File: config.mk
export PLATFORM = sky130hd
export DESIGN_NAME = core_seq_ctrl
export DESIGN_NICKNAME = d
export VERILOG_FILES = /design/src/rtl/core_seq_ctrl.sv
export SDC_FILE = /design/constraint.sdc
export NUM_CORES = 1
export LEC_CHECK = 0
export CAP_MARGIN = 0
export CELL_PAD_IN_SITES_DETAIL_PLACEMENT = 0
export CELL_PAD_IN_SITES_GLOBAL_PLACEMENT = 1
export CORE_MARGIN = 5
export CORE_UTILIZATION = 33
export DETAILED_ROUTE_END_ITERATION = 16
export MAX_ROUTING_LAYER = met4
export PLACE_DENSITY = 0.86
export SLEW_MARGIN = 20
export SYNTH_ARGS = -nofsm -noshare
export SYNTH_HDL_FRONTEND = slang
export SYNTH_SLANG_ARGS = --single-unit
File: constraint.sdc
create_clock -name clk -period 2.05 [get_ports clk]
set_input_delay 0.205 -clock clk [delete_from_list [all_inputs] [get_ports clk]]
set_output_delay 0.205 -clock clk [all_outputs]
set_load 0.1 [all_outputs]
File: src/rtl/core_seq_ctrl.sv
// Multi-cycle sequencer for the hello_asm core: fetches into an instruction register,
// checks the decoded opcode/funct3 and steps DECODE -> EXEC -> WB, halting on faults.
module core_seq_ctrl #(
    parameter logic [31:0] RESET_PC      = 32'h0000_0000,
    parameter int unsigned PC_STEP       = 4,
    parameter int unsigned FETCH_TIMEOUT = 16
) (
    input  logic        clk,
    input  logic        rst_n,
    input  logic        start,
    output logic        imem_req,
    output logic [31:0] imem_addr,
    input  logic        imem_ack,
    input  logic [31:0] imem_rdata,
    output logic [31:0] instr,
    input  logic [6:0]  opcode,
    input  logic [2:0]  funct3,
    output logic [1:0]  alu_sel,
    output logic        rf_we,
    output logic [31:0] pc,
    output logic        retired,
    output logic        halted,
    output logic [1:0]  halt_cause
);

    typedef enum logic [2:0] {
        S_IDLE   = 3'd0,
        S_FETCH  = 3'd1,
        S_DECODE = 3'd2,
        S_EXEC   = 3'd3,
        S_WB     = 3'd4,
        S_HALT   = 3'd5
    } state_t;

    localparam logic [6:0]  OP_LUI   = 7'b0110111;
    localparam logic [6:0]  OP_IMM   = 7'b0010011;
    localparam logic [2:0]  F3_ADD   = 3'b000;
    localparam logic [2:0]  F3_AND   = 3'b111;
    localparam logic [1:0]  ALU_PASS = 2'b00;
    localparam logic [1:0]  ALU_ADD  = 2'b01;
    localparam logic [1:0]  ALU_AND  = 2'b10;
    localparam logic [1:0]  HC_NONE  = 2'b00;
    localparam logic [1:0]  HC_ILL   = 2'b01;
    localparam logic [1:0]  HC_TMO   = 2'b10;
    localparam logic [7:0]  TMO_LAST = 8'(FETCH_TIMEOUT - 1);
    localparam logic [31:0] STEP     = 32'(PC_STEP);

    state_t      state_r, state_s;
    logic [31:0] pc_r, pc_s;
    logic [31:0] instr_r, instr_s;
    logic [1:0]  alu_sel_r, alu_sel_s;
    logic [1:0]  halt_cause_r, halt_cause_s;
    logic [7:0]  cnt_r, cnt_s;

    // State and datapath registers; async reset also kills any in-flight fetch or write.
    always_ff @(posedge clk or negedge rst_n) begin
        if (!rst_n) begin
            state_r      <= S_IDLE;
            pc_r         <= RESET_PC;
            instr_r      <= 32'h0000_0000;
            alu_sel_r    <= ALU_PASS;
            halt_cause_r <= HC_NONE;
            cnt_r        <= 8'd0;
        end else begin
            state_r      <= state_s;
            pc_r         <= pc_s;
            instr_r      <= instr_s;
            alu_sel_r    <= alu_sel_s;
            halt_cause_r <= halt_cause_s;
            cnt_r        <= cnt_s;
        end
    end

    // Next-state and next-register logic; the timeout counter only lives in FETCH.
    always_comb begin
        state_s      = state_r;
        pc_s         = pc_r;
        instr_s      = instr_r;
        alu_sel_s    = alu_sel_r;
        halt_cause_s = halt_cause_r;
        cnt_s        = 8'd0;
        case (state_r)
            S_IDLE: begin
                if (start) begin
                    state_s = S_FETCH;
                end else begin
                    state_s = S_IDLE;
                end
            end
            S_FETCH: begin
                // An ack in the final allowed cycle still wins over the timeout.
                if (imem_ack) begin
                    instr_s = imem_rdata;
                    state_s = S_DECODE;
                end else if (cnt_r == TMO_LAST) begin
                    halt_cause_s = HC_TMO;
                    state_s      = S_HALT;
                end else begin
                    cnt_s = cnt_r + 8'd1;
                end
            end
            S_DECODE: begin
                if (opcode == OP_LUI) begin
                    alu_sel_s = ALU_PASS;
                    state_s   = S_EXEC;
                end else if ((opcode == OP_IMM) && (funct3 == F3_ADD)) begin
                    alu_sel_s = ALU_ADD;
                    state_s   = S_EXEC;
                end else if ((opcode == OP_IMM) && (funct3 == F3_AND)) begin
                    alu_sel_s = ALU_AND;
                    state_s   = S_EXEC;
                end else begin
                    halt_cause_s = HC_ILL;
                    state_s      = S_HALT;
                end
            end
            S_EXEC: begin
                state_s = S_WB;
            end
            S_WB: begin
                pc_s    = pc_r + STEP;
                state_s = S_FETCH;
            end
            S_HALT: begin
                state_s = S_HALT;
            end
            default: begin
                state_s = S_IDLE;
            end
        endcase
    end

    assign imem_req   = (state_r == S_FETCH);
    assign imem_addr  = pc_r;
    assign instr      = instr_r;
    assign alu_sel    = alu_sel_r;
    assign rf_we      = (state_r == S_WB);
    assign retired    = (state_r == S_WB);
    assign pc         = pc_r;
    assign halted     = (state_r == S_HALT);
    assign halt_cause = halt_cause_r;

endmodule

-- Word level (Yosys, flattened, before mapping)
Index checks and enable logic that the tools add are counted.
- shift operators: 0
- multiplexer cells: 19
- divide/modulo/power cells: 0
- $mul: 0
- order comparisons: 0
- add/sub/neg operators: 2
- reductions and logical operators: 9
- bitwise operators: 0
- equality and inequality tests: 15
- operator list (kind ; number):
    adder 32 x 3 -> 32 bit, second input constant ; 1
    two-way mux 8 bit ; 3
    case mux 3 bit (6 select lines) ; 1
    two-way mux 2 bit ; 8
    two-way mux 3 bit ; 5
    equality test 3 bit, second input constant ; 3
    adder 8 x 1 -> 8 bit, second input constant ; 1
    equality test 8 x 4 -> 1 bit, second input constant ; 1
    inequality test 2 bit, second input constant ; 4
    equality test 7 x 5 -> 1 bit, second input constant ; 1
    equality test 7 x 6 -> 1 bit, second input constant ; 1
    equality test 3 x 2 -> 1 bit, second input constant ; 2
    logical NOT 3 bit ; 2
    AND reduction 6 bit ; 1
    case mux 2 bit (2 select lines) ; 1
    AND reduction 2 bit ; 2
    equality test 3 x 1 -> 1 bit, second input constant ; 1
    inequality test 3 x 1 -> 1 bit, second input constant ; 1
    nonzero test 3 bit ; 1
    logical AND 1 bit ; 2
    inequality test 2 x 1 -> 1 bit, second input constant ; 1
    nonzero test 2 bit ; 1
    two-way mux 1 bit ; 1
- RAM bits: 0
- input bits: 46
- ROM bits: 0
- latch bits: 0
- register bits after elaboration: 79
- output and inout port bits: 104
- word-level logic and storage cells: 51
- memories: 0

-- Logic depth before layout (Yosys ltp)
Gate-level depths: netlist of run 1.
- depth after elaboration: 6
- gate-level depth with buffers: 6
- mapped depth without buffers: 5

-- Worst setup path before layout of run 1
Ideal clock, no wire load.
- path kind: reg-to-reg
- start point: reg state_r[1]
- end point: reg instr_r[0] (netlist: instr[0])
- data arrival time: 3.741 ns
- cell stages (with the launch flop): 7
- setup time: 0.125 ns
- required time: 1.925 ns
- slack: -1.817 ns
- period minus slack after synthesis: 3.867 ns
- path buffers: 3
- cell sequence: dfrtp_1 > clkbuf_2 > nor3b_1 > and2_1 > buf_4 > buf_8 > mux2_2
- word-level cells in the longest chain between the ends: 2
- ends and longest elaborated chain (item ; RTL line ; RTL):
    start, declared ; 48 ; state_t state_r, state_s;
    start signal, assigned ; 65 ; state_r <= state_s;
    equality test 3 x 1 -> 1 bit ; - ;
    net imem_req ; 11 ; output logic imem_req,
    AND reduction 2 bit (no line) ; - ;
    end signal, assigned ; 67 ; instr_r <= instr_s;
    end, declared ; 50 ; logic [31:0] instr_r, instr_s;
The timed path passes the listed nets, and every way through them passes these cells.
A chain may end at the register's enable or synchronous reset.

-- Worst setup path after layout of run 1
- start point: reg state_r[2]
- end point: out retired
- word-level cells in the longest chain between the ends: 1
- ends and longest elaborated chain (item ; RTL line ; RTL):
    equality test 3 bit ; 138 ; assign retired = (state_r == S_WB);
    end, declared ; 21 ; output logic retired,
No other way between the ends.

==> flow_summary_export.csv, run 1 <==
group,metric,value,unit
global_routing,antenna_found_initial,0,
clock_network,root_buffer,"clkbuf_8",
layout,areaGrowthSynthToFinish,41.3,%
clock_network,cts_sinks,77,
placed_design,dpl_worst_slack,0.322,ns
critical_path,path_delay_family,"flip-flops",
logic_synthesis,synth_seq_cells,77,
logic_synthesis,synth_edf_count,0,
layout,antennaDiodeCount,0,
layout,final_cells,566,
logic_synthesis,synthAdderAreaFrac,0.00689,
die,core-area,10800,sq um
clock_network,clock_latency,0.35,ns
clock_network,path_clk_slew,0.09,ns
layout,seq_area,1950,sq um
routing,wl_per_cell,14.9,um
global_routing,grt_usage,0.133,
logic_synthesis,syn_inst,300,
global_routing,met1_usage,0.167,
placed_design,placedCellCount,549,
sta,setup_viol,0,
logic_synthesis,synth_xor_area_frac,0.0844,
clock_network,post-cts-setup-buffers,0,
sta,rsz0062_at_grt,"false",
logic_synthesis,synthArstFlopShare,1.00,
global_routing,grt_max_degree,38,
routing,drt-pass1-iter-count,4,
critical_path,critPathCaptureType,"output port",
clock_network,cts_max_path_buffers,2,
global_routing,use_met3,0.0279,
sta,tightest_slew,0.557,ns
critical_path,cp_max_fo,9,
die,ioPinCount,150,
global_routing,grt_pass1_wl,13400,um
critical_path,critPathSlowestCell,"dfrtp_1",
logic_synthesis,avgSynthCellArea,12.1,sq um
critical_path,crit_type,"reg2out",
global_routing,grt_overflow,0,
layout,drive_gt1_frac,0.418,
sta,hold_viol_final,0,
sta,fin_ws,0.254,ns
global_routing,grt_busiest_layer,"met2",
logic_synthesis,yosysSeqAreaShare,0.530,
logic_synthesis,synthMuxAreaShare,0.102,
logic_synthesis,syn_area,3630,sq um
critical_path,critPathBufInv,1,
sta,finalCriticalPeriod,1.80,ns
logic_synthesis,yosysWarnings,0,
critical_path,crit_arrival,1.59,ns
clock_network,cts_resized,0,
routing,drtAntennaViolNets,0,
die,die_area,13200,sq um
clock_network,h-tree-depth,3,
sta,drv_slew,0,
logic_synthesis,synth_top_family_by_area,"simple AND/OR/NAND/NOR gates",
global_routing,met2_usage,0.214,
routing,drtIter0Drc,87,
die,start_util,0.337,
placed_design,place_hpwl,6330,um
routing,routed_wl,8430,um
sta,max_slew_margin,0.625,
critical_path,crit_required,1.85,ns
layout,multiInputGateArea,1460,sq um
critical_path,start_kind,"flop",
flow_run,cap_violations,0,
logic_synthesis,synth_compound_area_frac,0.0269,
placed_design,portBuffers,145,
min_path,hp-class,"in2async",
sta,finalCritPeriodShare,0.876,
logic_synthesis,ys.flop_type,"dfrtp_1",
die,rows,38,
routing,vias_per_cell,4.66,
placed_design,gp_congestion,0.760,
critical_path,cpPeakStageDelay,0.53,ns
global_routing,grt_pass1_vias,2627,
logic_synthesis,synth-simple-area-share,0.150,
die,die_w,115,um
layout,fin_nets,469,
clock_network,cts_tree,"yes",
sta,fin_skew,0.0125,ns
critical_path,cp_cell_sequence,"nor3b_4 > buf_12",
sta,max_freq,557,MHz
routing,drcViolationCount,0,
clock_network,cts_buffers,9,
die,die_h,115,um
run_status,status,"completed",
logic_synthesis,ys_types,43,
layout,nFillCells,989,
routing,vias,2637,
-- flip-flops by register name, summed over array words and instances, names as in the netlist --
name        count
cnt_r           8
alu_sel         2
instr          32
imem_addr      30
state_r         3
halt_cause      2
-- path summary, 6_finish.rpt --
check / startpoint / endpoint / slack [ns] / depth (start not counted)
setup / recovery: state_r[2] / retired / 0.25 / 2
hold / removal: rst_n / imem_addr[30] / 0.35 / 2
setup reg to reg: state_r[0] / instr[12] / 0.32 / 4
hold reg to reg: cnt_r[0] / cnt_r[0] / 0.49 / 1
max in group asynchronous: rst_n / instr[15] / 1.02 / 3
min in group clk: imem_rdata[14] / instr[14] / 0.45 / 2
-- layer usage --
| layer | wire [um] | vias up |
|---|---|---|
| met1 | 3650 | 1285 |
| met2 | 4120 | 95 |
| met5 | 0 | - |
| met3 | 555 | 10 |
| li1 | - | 1247 |
| met4 | 112 | 0 |
-- timing repair --
item	CTS	global route
hold buffers	1	0
endpoints found under the setup margin	0	0
hold endpoints to repair	35	0
-- worst register-to-register path, delay by kind of cell (launching register included) --
family | cells | cell delay [ns]
flip-flops | 1 | 0.56
AND/OR/NAND/NOR | 2 | 0.45
multiplexers | 1 | 0.38
buffers and inverters | 1 | 0.23
-- Yosys cell counts, types with 2 or more instances --
master    number  area share
a21oi_1        6      0.0083
and2_1         4      0.0069
and3_1        10       0.017
and4_1         4      0.0096
buf_4         39       0.081
buf_8          3       0.012
dfrtp_1       77        0.53
ha_1           2      0.0069
mux2_1         3      0.0093
mux2_2        30       0.093
nand2_1       15       0.016
nand2b_1       2      0.0034
nand3_1       10       0.014
nand4_1       12       0.021
nand4_2        2      0.0069
nor2_1        12       0.012
nor3_1         4      0.0055
nor3b_1        2      0.0041
nor4_1         5      0.0086
o21ai_0        2      0.0028
xnor2_1       24       0.058
xor2_1        11       0.027
-- per-stage QoR --
step | utilization | TNS, ns | cell area [sq um] | hold slack, ns
2_1_floorplan | - | -8.52 | 3780 | -0.0906
3_3_place_gp | 0.453 | 0 | 4890 | 0.196
3_5_place_dp | 0.453 | 0 | 4890 | 0.201
4_1_cts | 0.476 | 0 | 5130 | 0.362
5_1_grt | 0.476 | 0 | 5130 | 0.394
6_report | 0.476 | 0 | 5130 | 0.347
-- area by class of cell --
class | count | share of cell area
clock inverter | 7 | 0.0207
tap | 140 | 0.0341
inverter | 1 | 0.000731
sequential | 77 | 0.379
multi-input combinational | 180 | 0.285
timing repair buffer | 152 | 0.256
clock buffer | 9 | 0.0241
-- placed cells by master, fill, tap and decap left out, types with 11 or more instances in the layout --
| master | instances |
|---|---|
| buf_4 | 102 |
| clkdlybuf4s50_1 | 44 |
| dfrtp_1 | 62 |
| dfrtp_2 | 15 |
| mux2_4 | 20 |
| nand2_1 | 15 |
| nand4_1 | 12 |
| nor2_1 | 12 |
| xnor2_1 | 24 |
| xor2_1 | 11 |
-- cells by family (layout without fill, tap and decap cells) --
| logic type | count (synthesis) | in the layout |
|---|---|---|
| AND/OR/NAND/NOR | 91 | 91 |
| adder cells (fa/ha/maj) | 2 | 2 |
| multiplexers | 33 | 33 |
| XOR/XNOR | 35 | 35 |
| other | 1 | 4 |
| buffers and inverters | 46 | 169 |
| AO/OA/AOI/OAI | 15 | 15 |
| flip-flops | 77 | 77 |
Power of run 1 is not shown: default switching activity piles up to over one toggle a cycle in this logic, so the estimate is an artifact.
==> run 2, diff against run 1 <==
- ABC_CLOCK_PERIOD_IN_PS: default -> 2050
==> results of run 2 <==
The final DEF is identical to that of run 1; final timing and power are the same.
Power of run 2 is left out for the same reason.
==> run 3, diff against run 2 <==
- CORE_ASPECT_RATIO: default -> 0.7
- CORE_UTILIZATION: 33 -> 34
- DONT_BUFFER_PORTS: default -> 1
- PLACE_DENSITY: 0.86 -> 0.64
- SLEW_MARGIN: 20 -> 0
==> flow_summary_export.csv, run 3 (synthesis gave the netlist of run 1 again) <==
group,metric,value,unit
routing,drtIter0Drc,87,
layout,final_util,0.440,
critical_path,path_delay_family,"simple AND/OR/NAND/NOR gates",
sta,fin_skew,0.00697,ns
critical_path,cp_cell_sequence,"nand4_2 > nor4_4 > nand4_1 > xnor2_1",
layout,finalInstanceArea,4570,sq um
clock_network,cts_tree,"yes",
critical_path,critPathCaptureType,"flop",
placed_design,dpl_worst_slack,0.251,ns
clock_network,clock_latency,0.33,ns
global_routing,met1_usage,0.170,
layout,drive_gt1_frac,0.459,
die,ioPinCount,150,
placed_design,portBuffers,0,
placed_design,placed_area,4200,sq um
critical_path,critPathBufInv,0,
clock_network,cts_max_path_buffers,2,
sta,tightest_slew,0.638,ns
global_routing,grt_max_degree,78,
global_routing,grt_busiest_layer,"met2",
sta,max_slew_margin,0.571,
global_routing,grt_overflow,0,
clock_network,path_clk_slew,0.06,ns
die,die_area,12900,sq um
layout,largest_reg_flops,32,
min_path,hp-class,"in2reg",
global_routing,grt_pass1_wl,12500,um
die,start_util,0.349,
routing,drtAntennaViolNets,0,
sta,fin_ws,0.251,ns
clock_network,cts_resized,0,
die,core-area,10400,sq um
critical_path,crit_type,"reg2reg",
placed_design,gp_congestion,0.761,
sta,drv_slew,0,
critical_path,cp_max_fo,12,
layout,layout_common_cells,"buf_4 (71), dfrtp_1 (47), dfrtp_2 (30)",
routing,wl_per_cell,16.4,um
sta,finalCritPeriodShare,0.877,
die,die_w,134,um
layout,fin_nets,394,
die,die_h,96.5,um
clock_network,root_buffer,"clkbuf_16",
routing,vias_per_cell,4.80,
run_status,status,"completed",
sta,hold_viol_final,0,
sta,setup_tns,0,ns
placed_design,place_hpwl,5800,um
critical_path,crit_required,2.26,ns
routing,drcViolationCount,0,
sta,setup_viol,0,
global_routing,grt_usage,0.128,
routing,vias,2319,
clock_network,h-tree-depth,3,
global_routing,use_met3,0.0595,
sta,finalCriticalPeriod,1.80,ns
global_routing,met2_usage,0.176,
global_routing,antenna_found_initial,0,
layout,areaGrowthSynthToFinish,25.8,%
layout,nFillCells,999,
critical_path,start_kind,"flop",
critical_path,cpPeakStageDelay,0.66,ns
routing,routed_wl,7910,um
global_routing,grt_pass1_vias,2415,
critical_path,critPathSlowestCell,"nor4_4",
sta,rsz0062_at_grt,"false",
routing,drt-pass1-iter-count,4,
clock_network,cts_sinks,77,
layout,final_common_cell,"buf_4",
sta,max_freq,556,MHz
die,rows,31,
flow_run,cap_violations,0,
critical_path,crit_arrival,2.01,ns
layout,antennaDiodeCount,0,
clock_network,cts_buffers,9,
## run 3: what timing repair did
item | in CTS | in global routing
endpoints found under the hold margin | 78 | 0
setup buffers | 0 | 0
hold buffers | 3 | 0
## run 3: path summary, 6_finish.rpt
check / startpoint / to / slack (ns) / cells after the start
worst max-delay path: imem_addr[7] / imem_addr[28] / 0.25 / 4
worst min-delay path: imem_rdata[11] / instr[11] / 0.02 / 1
worst max register to register: imem_addr[7] / imem_addr[28] / 0.25 / 4
worst min register to register: cnt_r[0] / cnt_r[0] / 0.46 / 1
max in group asynchronous: rst_n / imem_addr[3] / 1.27 / 2
min in group asynchronous: rst_n / imem_addr[14] / 0.41 / 2
## run 3: routing by layer
layer  routed length [um]  up-vias
met1                 3720     1124
met2                 3420       93
met3                  722        6
met5                    0        -
met4                   44        0
li1                     -     1096
## run 3: layout make-up
class                   count  area, sq um  area share
multi-input cells         180         1460       0.320
flip-flops and latches     77         1960       0.430
repair buffers             77          648       0.142
well taps                 132          165      0.0361
clock buffers              10          239      0.0523
inverters                   1         3.75    0.000821
clock inverters             6         86.3      0.0189
## run 3: per-stage QoR
| stage | cells | hold slack (ns) |
|---|---|---|
| after floorplan | 303 | -0.0906 |
| after global placement | 464 | -0.0880 |
| after detailed placement | 464 | -0.0884 |
| after CTS | 483 | 0.00387 |
| after global routing | 483 | 0.00205 |
| final | 483 | 0.0171 |
Power of run 3 is left out for the same reason.
